File: config.mk
export PLATFORM = sky130hd
export DESIGN_NAME = frame_irq_controller_flat
export DESIGN_NICKNAME = d
export VERILOG_FILES = /design/src/rtl/frame_irq_controller_pkg.sv /design/src/rtl/frame_irq_controller_if.sv /design/src/rtl/frame_irq_controller_key_sync_edge.sv /design/src/rtl/frame_irq_controller.sv /design/src/flat_wrapper.sv
export SDC_FILE = /design/constraint.sdc
export NUM_CORES = 1
export LEC_CHECK = 0
export CORE_UTILIZATION = 56
export DETAILED_ROUTE_END_ITERATION = 8
export HOLD_SLACK_MARGIN = 0.1
export PLACE_DENSITY = 0.83
export SYNTH_ARGS = -nofsm -noshare
export SYNTH_HDL_FRONTEND = slang
export SYNTH_SLANG_ARGS = --single-unit
File: constraint.sdc
create_clock -name proc_clk -period 4.7 [get_ports proc_clk]
set_input_delay 1.41 -clock proc_clk [delete_from_list [all_inputs] [get_ports proc_clk]]
set_output_delay 1.41 -clock proc_clk [all_outputs]
set_load 0.03 [all_outputs]
File: src/rtl/frame_irq_controller_pkg.sv
// Shared constants, FSM state type and instruction builder for the frame/key
// interrupt controller.
package frame_irq_pkg;

    localparam logic [4:0] IRQ_OPCODE = 5'b10110;
    localparam int         SRC_W      = 5;
    localparam logic [SRC_W-1:0] SRC_FRAME = '0;

    typedef enum logic {
        IDLE,
        PRESENT
    } irq_state_e;

    // Opcode in the top five bits, source id in the bottom five, zeros between.
    function automatic logic [31:0] build_irq_instr(input logic [SRC_W-1:0] src_id);
        return {IRQ_OPCODE, 22'b0, src_id};
    endfunction

endpackage

File: src/rtl/frame_irq_controller_if.sv
// Interrupt-instruction handshake between the controller (master) and the
// CPU injection point (slave).
interface frame_irq_if;

    logic        irq_valid;
    logic        irq_ack;
    logic [31:0] irq_instr;

    modport master (
        output irq_valid,
        output irq_instr,
        input  irq_ack
    );

    modport slave (
        input  irq_valid,
        input  irq_instr,
        output irq_ack
    );

endinterface

File: src/rtl/frame_irq_controller_key_sync_edge.sv
// Two-flop synchroniser plus previous-value register per key; flags one-cycle
// rising edges of the synchronised level.
module key_sync_edge #(
    parameter int WIDTH = 4
) (
    input  logic             i_clk,
    input  logic             i_reset,
    input  logic [WIDTH-1:0] i_key,
    output logic [WIDTH-1:0] o_rise
);

    logic [WIDTH-1:0] r_sync1;
    logic [WIDTH-1:0] r_sync2;
    logic [WIDTH-1:0] r_prev;

    // NOTE: non-blocking assignments let each stage sample the previous
    // stage's old value, forming a true shift chain.
    always_ff @(posedge i_clk) begin
        if (i_reset) begin
            r_sync1 <= '0;
            r_sync2 <= '0;
            r_prev  <= '0;
        end else begin
            r_sync1 <= i_key;
            r_sync2 <= r_sync1;
            r_prev  <= r_sync2;
        end
    end

    assign o_rise = r_sync2 & ~r_prev;

endmodule

File: src/rtl/frame_irq_controller.sv
// Frame-tick and key interrupt controller: latches events into pending bits
// and presents the highest-priority one as an interrupt instruction.
module frame_irq_controller
    import frame_irq_pkg::*;
#(
    parameter int NUM_KEYS  = 4,
    parameter int FRAME_DIV = 50000000,
    parameter int CNT_W     = 32
) (
    input  logic                proc_clk,
    input  logic                reset,
    input  logic [NUM_KEYS-1:0] key_in,
    input  logic [NUM_KEYS-1:0] key_en,
    input  logic                frame_en,
    frame_irq_if.master         irq_bus,
    output logic                frame_overrun,
    output logic [7:0]          overrun_cnt
);

    localparam int              NSRC     = NUM_KEYS + 1;
    localparam logic [CNT_W-1:0] CNT_LAST = CNT_W'(FRAME_DIV - 1);

    logic [CNT_W-1:0]    r_cnt;
    logic                w_tick;
    logic [NUM_KEYS-1:0] w_key_rise;
    logic [NSRC-1:0]     r_pend;
    logic [NSRC-1:0]     w_event;
    logic [NSRC-1:0]     w_clear;
    logic                w_accept;
    logic                w_frame_lost;
    logic [SRC_W-1:0]    w_pick;
    logic [SRC_W-1:0]    r_sel;
    irq_state_e          r_state;
    logic                r_valid;
    logic [31:0]         r_instr;
    logic                r_overrun;
    logic [7:0]          r_overrun_cnt;

    key_sync_edge #(
        .WIDTH (NUM_KEYS)
    ) u_key_sync_edge (
        .i_clk   (proc_clk),
        .i_reset (reset),
        .i_key   (key_in),
        .o_rise  (w_key_rise)
    );

    always_ff @(posedge proc_clk) begin
        if (reset) begin
            r_cnt <= '0;
        end else if (w_tick) begin
            r_cnt <= '0;
        end else begin
            r_cnt <= r_cnt + 1'b1;
        end
    end

    assign w_tick   = (r_cnt == CNT_LAST);
    assign w_event  = {w_key_rise & key_en, w_tick & frame_en};
    assign w_accept = (r_state == PRESENT) && irq_bus.irq_ack;

    // NOTE: every always_comb output gets a default first so no path leaves
    // it unassigned and a latch is never inferred.
    always_comb begin
        w_clear = '0;
        for (int i = 0; i < NSRC; i++) begin
            if (w_accept && (r_sel == SRC_W'(i))) begin
                w_clear[i] = 1'b1;
            end
        end
    end

    // Descending scan: the lowest-numbered key that is pending wins; the
    // frame source is the fallback.
    always_comb begin
        w_pick = SRC_FRAME;
        for (int k = NUM_KEYS; k >= 1; k--) begin
            if (r_pend[k]) begin
                w_pick = SRC_W'(k);
            end
        end
    end

    // A frame event merged into a bit that is not being accepted this cycle
    // is the only way a frame is lost.
    assign w_frame_lost = w_event[0] & r_pend[0] & ~w_clear[0];

    always_ff @(posedge proc_clk) begin
        if (reset) begin
            r_pend <= '0;
        end else begin
            r_pend <= (r_pend & ~w_clear) | w_event;
        end
    end

    always_ff @(posedge proc_clk) begin
        if (reset) begin
            r_state <= IDLE;
            r_sel   <= SRC_FRAME;
            r_valid <= 1'b0;
            r_instr <= '0;
        end else begin
            case (r_state)
                IDLE: begin
                    if (|r_pend) begin
                        r_sel   <= w_pick;
                        r_instr <= build_irq_instr(w_pick);
                        r_valid <= 1'b1;
                        r_state <= PRESENT;
                    end
                end
                PRESENT: begin
                    if (irq_bus.irq_ack) begin
                        r_valid <= 1'b0;
                        r_instr <= '0;
                        r_state <= IDLE;
                    end
                end
            endcase
        end
    end

    always_ff @(posedge proc_clk) begin
        if (reset) begin
            r_overrun     <= 1'b0;
            r_overrun_cnt <= '0;
        end else begin
            r_overrun <= w_frame_lost;
            if (w_frame_lost && (r_overrun_cnt != 8'hFF)) begin
                r_overrun_cnt <= r_overrun_cnt + 8'd1;
            end
        end
    end

    assign irq_bus.irq_valid = r_valid;
    assign irq_bus.irq_instr = r_instr;
    assign frame_overrun     = r_overrun;
    assign overrun_cnt       = r_overrun_cnt;

endmodule

File: src/flat_wrapper.sv
// flat-port wrapper written by rule: the top's interface ports become plain ports
module frame_irq_controller_flat import frame_irq_pkg::*;
#(
    parameter int NUM_KEYS  = 4,
    parameter int FRAME_DIV = 50000000,
    parameter int CNT_W     = 32
)
  (proc_clk, reset, key_in, key_en, frame_en, frame_overrun, overrun_cnt, irq_bus_irq_valid, irq_bus_irq_instr, irq_bus_irq_ack);
  frame_irq_if irq_bus_i ();
  input  logic proc_clk;
  input  logic reset;
  input  logic [NUM_KEYS-1:0] key_in;
  input  logic [NUM_KEYS-1:0] key_en;
  input  logic frame_en;
  output logic frame_overrun;
  output logic [7:0] overrun_cnt;
  output wire logic [$bits(irq_bus_i.irq_valid)-1:0] irq_bus_irq_valid;
  output wire logic [$bits(irq_bus_i.irq_instr)-1:0] irq_bus_irq_instr;
  input wire logic [$bits(irq_bus_i.irq_ack)-1:0] irq_bus_irq_ack;
  assign irq_bus_irq_valid = irq_bus_i.irq_valid;
  assign irq_bus_irq_instr = irq_bus_i.irq_instr;
  assign irq_bus_i.irq_ack = irq_bus_irq_ack;
  frame_irq_controller #(.NUM_KEYS(NUM_KEYS), .FRAME_DIV(FRAME_DIV), .CNT_W(CNT_W)) u_core (.proc_clk(proc_clk), .reset(reset), .key_in(key_in), .key_en(key_en), .frame_en(frame_en), .irq_bus(irq_bus_i), .frame_overrun(frame_overrun), .overrun_cnt(overrun_cnt));
endmodule
Yosys cells after proc, flatten, opt, wreduce, memory -nomap -nowiden

Index checks and enable logic that the tools add are counted.
W data, S select, Z words.

$add $sub $neg: 2
Multipliers: 0
Div/mod/pow operators: 0
$lt $le $gt $ge: 0
Equality and inequality tests: 8
Shift operators: 0
Muxes and demuxes: 18
Bitwise operators: 11
Reductions and logical operators: 12

Operators with widths:

| operator                | count |
|---|---|
| $mux W32                | 2 |
| $pmux W32 S2            | 1 |
| $add A32 B1 Y32 const B | 1 |
| $eq A32 B26 Y1 const B  | 1 |
| $mux W3                 | 4 |
| $eq A5 B2 Y1 const B    | 2 |
| $mux W1                 | 9 |
| $add A8 B1 Y8 const B   | 1 |
| $and A4 B4 Y4           | 2 |
| $ne A8 B8 Y1 const B    | 1 |
| $logic_and A1 B1 Y1     | 7 |
| $and A5 B5 Y5           | 1 |
| $eq A5 B1 Y1 const B    | 1 |
| $eq A5 B3 Y1 const B    | 1 |
| $logic_not A5 Y1        | 1 |
| $not A5 Y5              | 1 |
| $or A5 B5 Y5            | 1 |
| $reduce_or A5 Y1        | 1 |
| $not A4 Y4              | 1 |
| $pmux W1 S2             | 2 |
| $reduce_and A2 Y1       | 2 |
| $and A1 B1 Y1           | 3 |
| $ne A2 B1 Y1 const B    | 1 |
| $ne A2 B2 Y1 const B    | 1 |
| 2 further kinds         | 3 |

Register bits after elaboration: 97
Bits in latches: 0
RAM bits: 0
Memory bits (read-only): 0
Input port bits: 12
Output and inout bits: 42
Word-level logic and storage cells: 62
Memories kept: 0

Longest topological paths before layout

Depth in word-level cells: 6
Gate-level depth with buffers: 7
Mapped depth without buffers: 6

Modules after synthesis

Synthesis repeated with hierarchy kept, for this count alone.

Cells, all modules: 342
Area total of the unflattened synthesis: 3072.9 µm²

Modules (own cells, without submodules):

| module               | times used | cells each | area an instance (µm²) | sequential area each (µm²) |
|---|---|---|---|---|
| frame_irq_controller | 1          | 313        | 2681.3                 | 1081.0 |
| key_sync_edge        | 1          | 29         | 391.6                  | 240.2 |

Least setup slack after synthesis

No wires, ideal clock.

Path kind: input -> register
From: input irq_bus_irq_ack
To: register u_core.r_overrun_cnt[5] (netlist: u_core.overrun_cnt[5])
Library setup time: 0.070 ns
Data arrival time: 2.625 ns
Data required time: 4.630 ns
Slack: 2.004 ns
Stages: 6
Buffers on the path: 1
Path through: nand2_1 o41ai_1 a31o_2 clkbuf_2 or4_1 a21oi_1

Word-level cells in the longest chain between the ends: 6

RTL lines:

| element              | RTL line                    | source |
|---|---|---|
| from (decl)          | flat_wrapper.sv:19          | `input wire logic [$bits(irq_bus_i.irq_ack)-1:0] irq_bus_irq_ack;` |
| $logic_and A1 B1 Y1  | frame_irq_controller.sv:60  | `assign w_accept = (r_state == PRESENT) && irq_bus.irq_ack;` |
| $logic_and A1 B1 Y1  | frame_irq_controller.sv:67  | `if (w_accept && (r_sel == SRC_W'(i))) begin` |
| $mux W1              | frame_irq_controller.sv:67  |  |
| $not A1 Y1           | frame_irq_controller.sv:86  | `assign w_frame_lost = w_event[0] & r_pend[0] & ~w_clear[0];` |
| $and A1 B1 Y1        | frame_irq_controller.sv:86  |  |
| $logic_and A1 B1 Y1  | frame_irq_controller.sv:129 | `if (w_frame_lost && (r_overrun_cnt != 8'hFF)) begin` |
| to (signal assigned) | frame_irq_controller.sv:130 | `r_overrun_cnt <= r_overrun_cnt + 8'd1;` |
| to (decl)            | frame_irq_controller.sv:37  | `logic [7:0] r_overrun_cnt;` |

Every way passes these cells.
A chain may end at the register's enable or synchronous reset.

Worst setup path after layout

From: input irq_bus_irq_ack
To: register u_core.r_overrun_cnt[4] (netlist: u_core.overrun_cnt[4])

The elaborated chain is that of the path after synthesis.

==> run summary <==
Hold path endpoint: u_core.u_key_sync_edge.r_sync2[3]
# DRC: 0
H-tree depth: 3
Least-Margin Pin Slew: 1220 ps
Insertion delay to the later sink of the worst-skew pair: 340 ps
First-pass DRT Iterations: 4
Placed cell area: 0.00314 mm^2
P_leak: 1.21 nW
First-pass GRT wire length: 8550 um
Largest net degree at the start of global routing: 30
Post-CTS sizing: 0
Crit Path Category: input port to flop
Commonest non-fill, non-tap cell in the layout: dfxtp_1
Final TNS setup: 0 ps
Mapped cell area: 0.00294 mm^2
Multi-input logic area: 0.00143 mm^2
Cell variety after synth: 42
Seq/Total Area, Yosys: 44.9%
CTS Hold Buffers Added: 0
Port Buffers: 27
Mapped Cells: 331
WHS Path Cells: 1
R2R setup slack: 2210 ps
I/O Pins: 54
Slew headroom: 17.9%
Row count: 26
# fillers: 457
Total Routing Usage GR: 20.3%
Hold Startpoint: u_core.u_key_sync_edge.r_sync1[3]
VDD IR max: 0.000186 V
RSZ-0062 raised after global routing: false
Crit path launch type: input port
RePlAce Congestion: 0.899
Post-CTS Repair Setup Buffers: 0
Syn avg cell area: 8.89 um^2
FF-to-FF End: u_core.overrun_cnt[4]
Die ar.: 0.00555 mm^2
FMAX: 0.327 GHz
FF/Latch Area: 0.00132 mm^2
Layout cells sized above 1: 7.24%
Biggest area consumer among synthesized cells: dfxtp_1
Clock root buffer: clkbuf_8
Synth async-reset ratio: 0%
Initial core utilization: 58.0%
#FFs+latches synth: 66
RR Startpoint: u_core.r_cnt[0]
Critical path startpoint: irq_bus_irq_ack
Worst path arrival time: 3260 ps
Drt initial violations: 81
ANT cells: 0
Die height: 74.5 um
Total Wirelength: 5280 um
CP Data Required Time: 4900 ps
Final Cell Area: 0.00333 mm^2
Crit end category: flop
Pwr dens: 340 mW/mm^2
Vias/cell: 5.23
Primary FF master, synth: dfxtp_1
Share of Yosys cell area claimed by the top area cell type: 44.9%
Final Hold Fails: 0
Slew Limit Fails: 0
Vias in the first global route: 2046
P&R area growth vs syn: 13.3%
Via count: 2243
Worst min path class: flop to flop
CTS max path bufs: 2
Core Area: 0.00507 mm^2
CP Max Fanout: 12
Most frequent cells in the layout: 66 x dfxtp_1, 42 x nor2_1, 27 x clkdlybuf4s50_1
Post-layout min period: 3050 ps
Syn. warnings: 0
R2r worst-path depth: 6
CTS tree: built
DRT antenna net count: 0
Max-cap violation count: 0
Clock Skew: 10.5 ps
Die W: 74.5 um
Total CTS buffers: 9
Clk sink count: 66
Status: finished, final reports clean
Clock transition at path regs: 70 ps
Final net count: 369
Final worst-path cycle share: 65.0%
Initial antenna violation count: 0
WL/cell: 12.3 um
Post-synth EDFFs: 0
Area contributors post-synth: dfxtp_1 45%, buf_4 7.4%, xor2_1 6.8%, nor2_1 5.4%, a21oi_1 3.4%
Hpwl dp: 3590 um
Finish-stage setup viols: 0
Grt total ovfl: 0
==> through the flow <==
stage / cells / setup WS (ps) / util, % / power (mW) / hold WS (ps)
detailed placement: 414 / 1320 / 61.9 / 0.680 / 427
finish: 429 / 1650 / 65.7 / 1.13 / 438
CTS: 429 / 1680 / 65.7 / 1.14 / 442
floorplan: 356 / 2000 / - / 0.675 / 414
global route: 429 / 1490 / 65.7 / 1.17 / 457
global placement: 414 / 1360 / 61.9 / 0.678 / 418
==> final cells by class <==
type | count | share of cell area, %
Clock inverter | 5 | 1.65
Tap cell | 70 | 2.63
Clock buffer | 10 | 4.13
Timing Repair Buffer | 29 | 8.56
Inverter | 5 | 0.563
Multi-Input combinational cell | 244 | 42.8
Sequential cell | 66 | 39.6
==> kinds of logic (layout without fill, tap and decap cells) <==
| group | after synthesis | in the layout | synth area share, % |
|---|---|---|---|
| xor+xnor | 29 | 29 | 8.63 |
| mux | 2 | 2 | 0.723 |
| simple gates | 146 | 146 | 27.1 |
| other cells | 1 | 26 | 0.127 |
| fa+ha+maj | 2 | 2 | 0.851 |
| buf+inv | 46 | 49 | 9.74 |
| flops | 66 | 66 | 44.9 |
| compound gates | 39 | 39 | 7.95 |
==> where the power goes <==
part / internal, mW / switching, mW / total [mW] / leakage, nW
logic: 0.0273 / 0.0609 / 0.0882 / 0.583
clock network: 0.254 / 0.211 / 0.466 / 0.0941
registers: 0.571 / 0.00944 / 0.580 / 0.535
==> Yosys cell counts, types with 3 or more instances <==
master,instances
a21oi_1,20
and2_1,3
nor2_1,42
xor2_1,23
dfxtp_1,66
o21ai_0,5
clkbuf_1,7
xnor2_1,6
nor3_1,5
nor2b_1,14
nand4_1,13
buf_2,3
or4_1,6
nand3b_1,4
and3_1,4
or3_1,3
nand2_1,19
nand3_1,20
buf_4,29
o31ai_1,7
and4_1,3
inv_1,5
==> worst max-delay path: stages <==
cell and delay [ps]:
clkdlybuf4s50_1 540, nand2_1 130, o41ai_1 620, a31o_2 340, or4_1 150, a21oi_1 60
==> sequential cells by signal, indices dropped and copies added (netlist names) <==
signal and flops:
u_core.u_key_sync_edge.r_sync2 4, u_core.irq_bus.irq_instr 4, u_core.u_key_sync_edge.r_prev 4, u_core.overrun_cnt 8
u_core.r_state 1, u_core.frame_overrun 1, u_core.r_pend 5, u_core.r_cnt 32
u_core.r_sel 3, u_core.u_key_sync_edge.r_sync1 4
==> metal layers <==
layer | vias up | wire, um | track usage [%]
li1 | 1138 | - | -
met1 | 1048 | 2360 | 22.7
met2 | 47 | 2630 | 34.8
met3 | 10 | 186 | 5.69
met4 | 0 | 105 | 11.3
met5 | - | 0 | 0
==> worst max path at each step <==
| stage | cells past startpoint | endpoint |
|---|---|---|
| after floorplan | 6 | u_core.overrun_cnt[5] |
| after global routing | 6 | u_core.overrun_cnt[0] |
| after global placement | 6 | u_core.overrun_cnt[4] |
| after CTS | 6 | u_core.overrun_cnt[3] |
| after detailed placement | 6 | u_core.overrun_cnt[3] |
| final | 6 | u_core.overrun_cnt[4] |
Note: power is estimated with default switching activity, not from simulation.
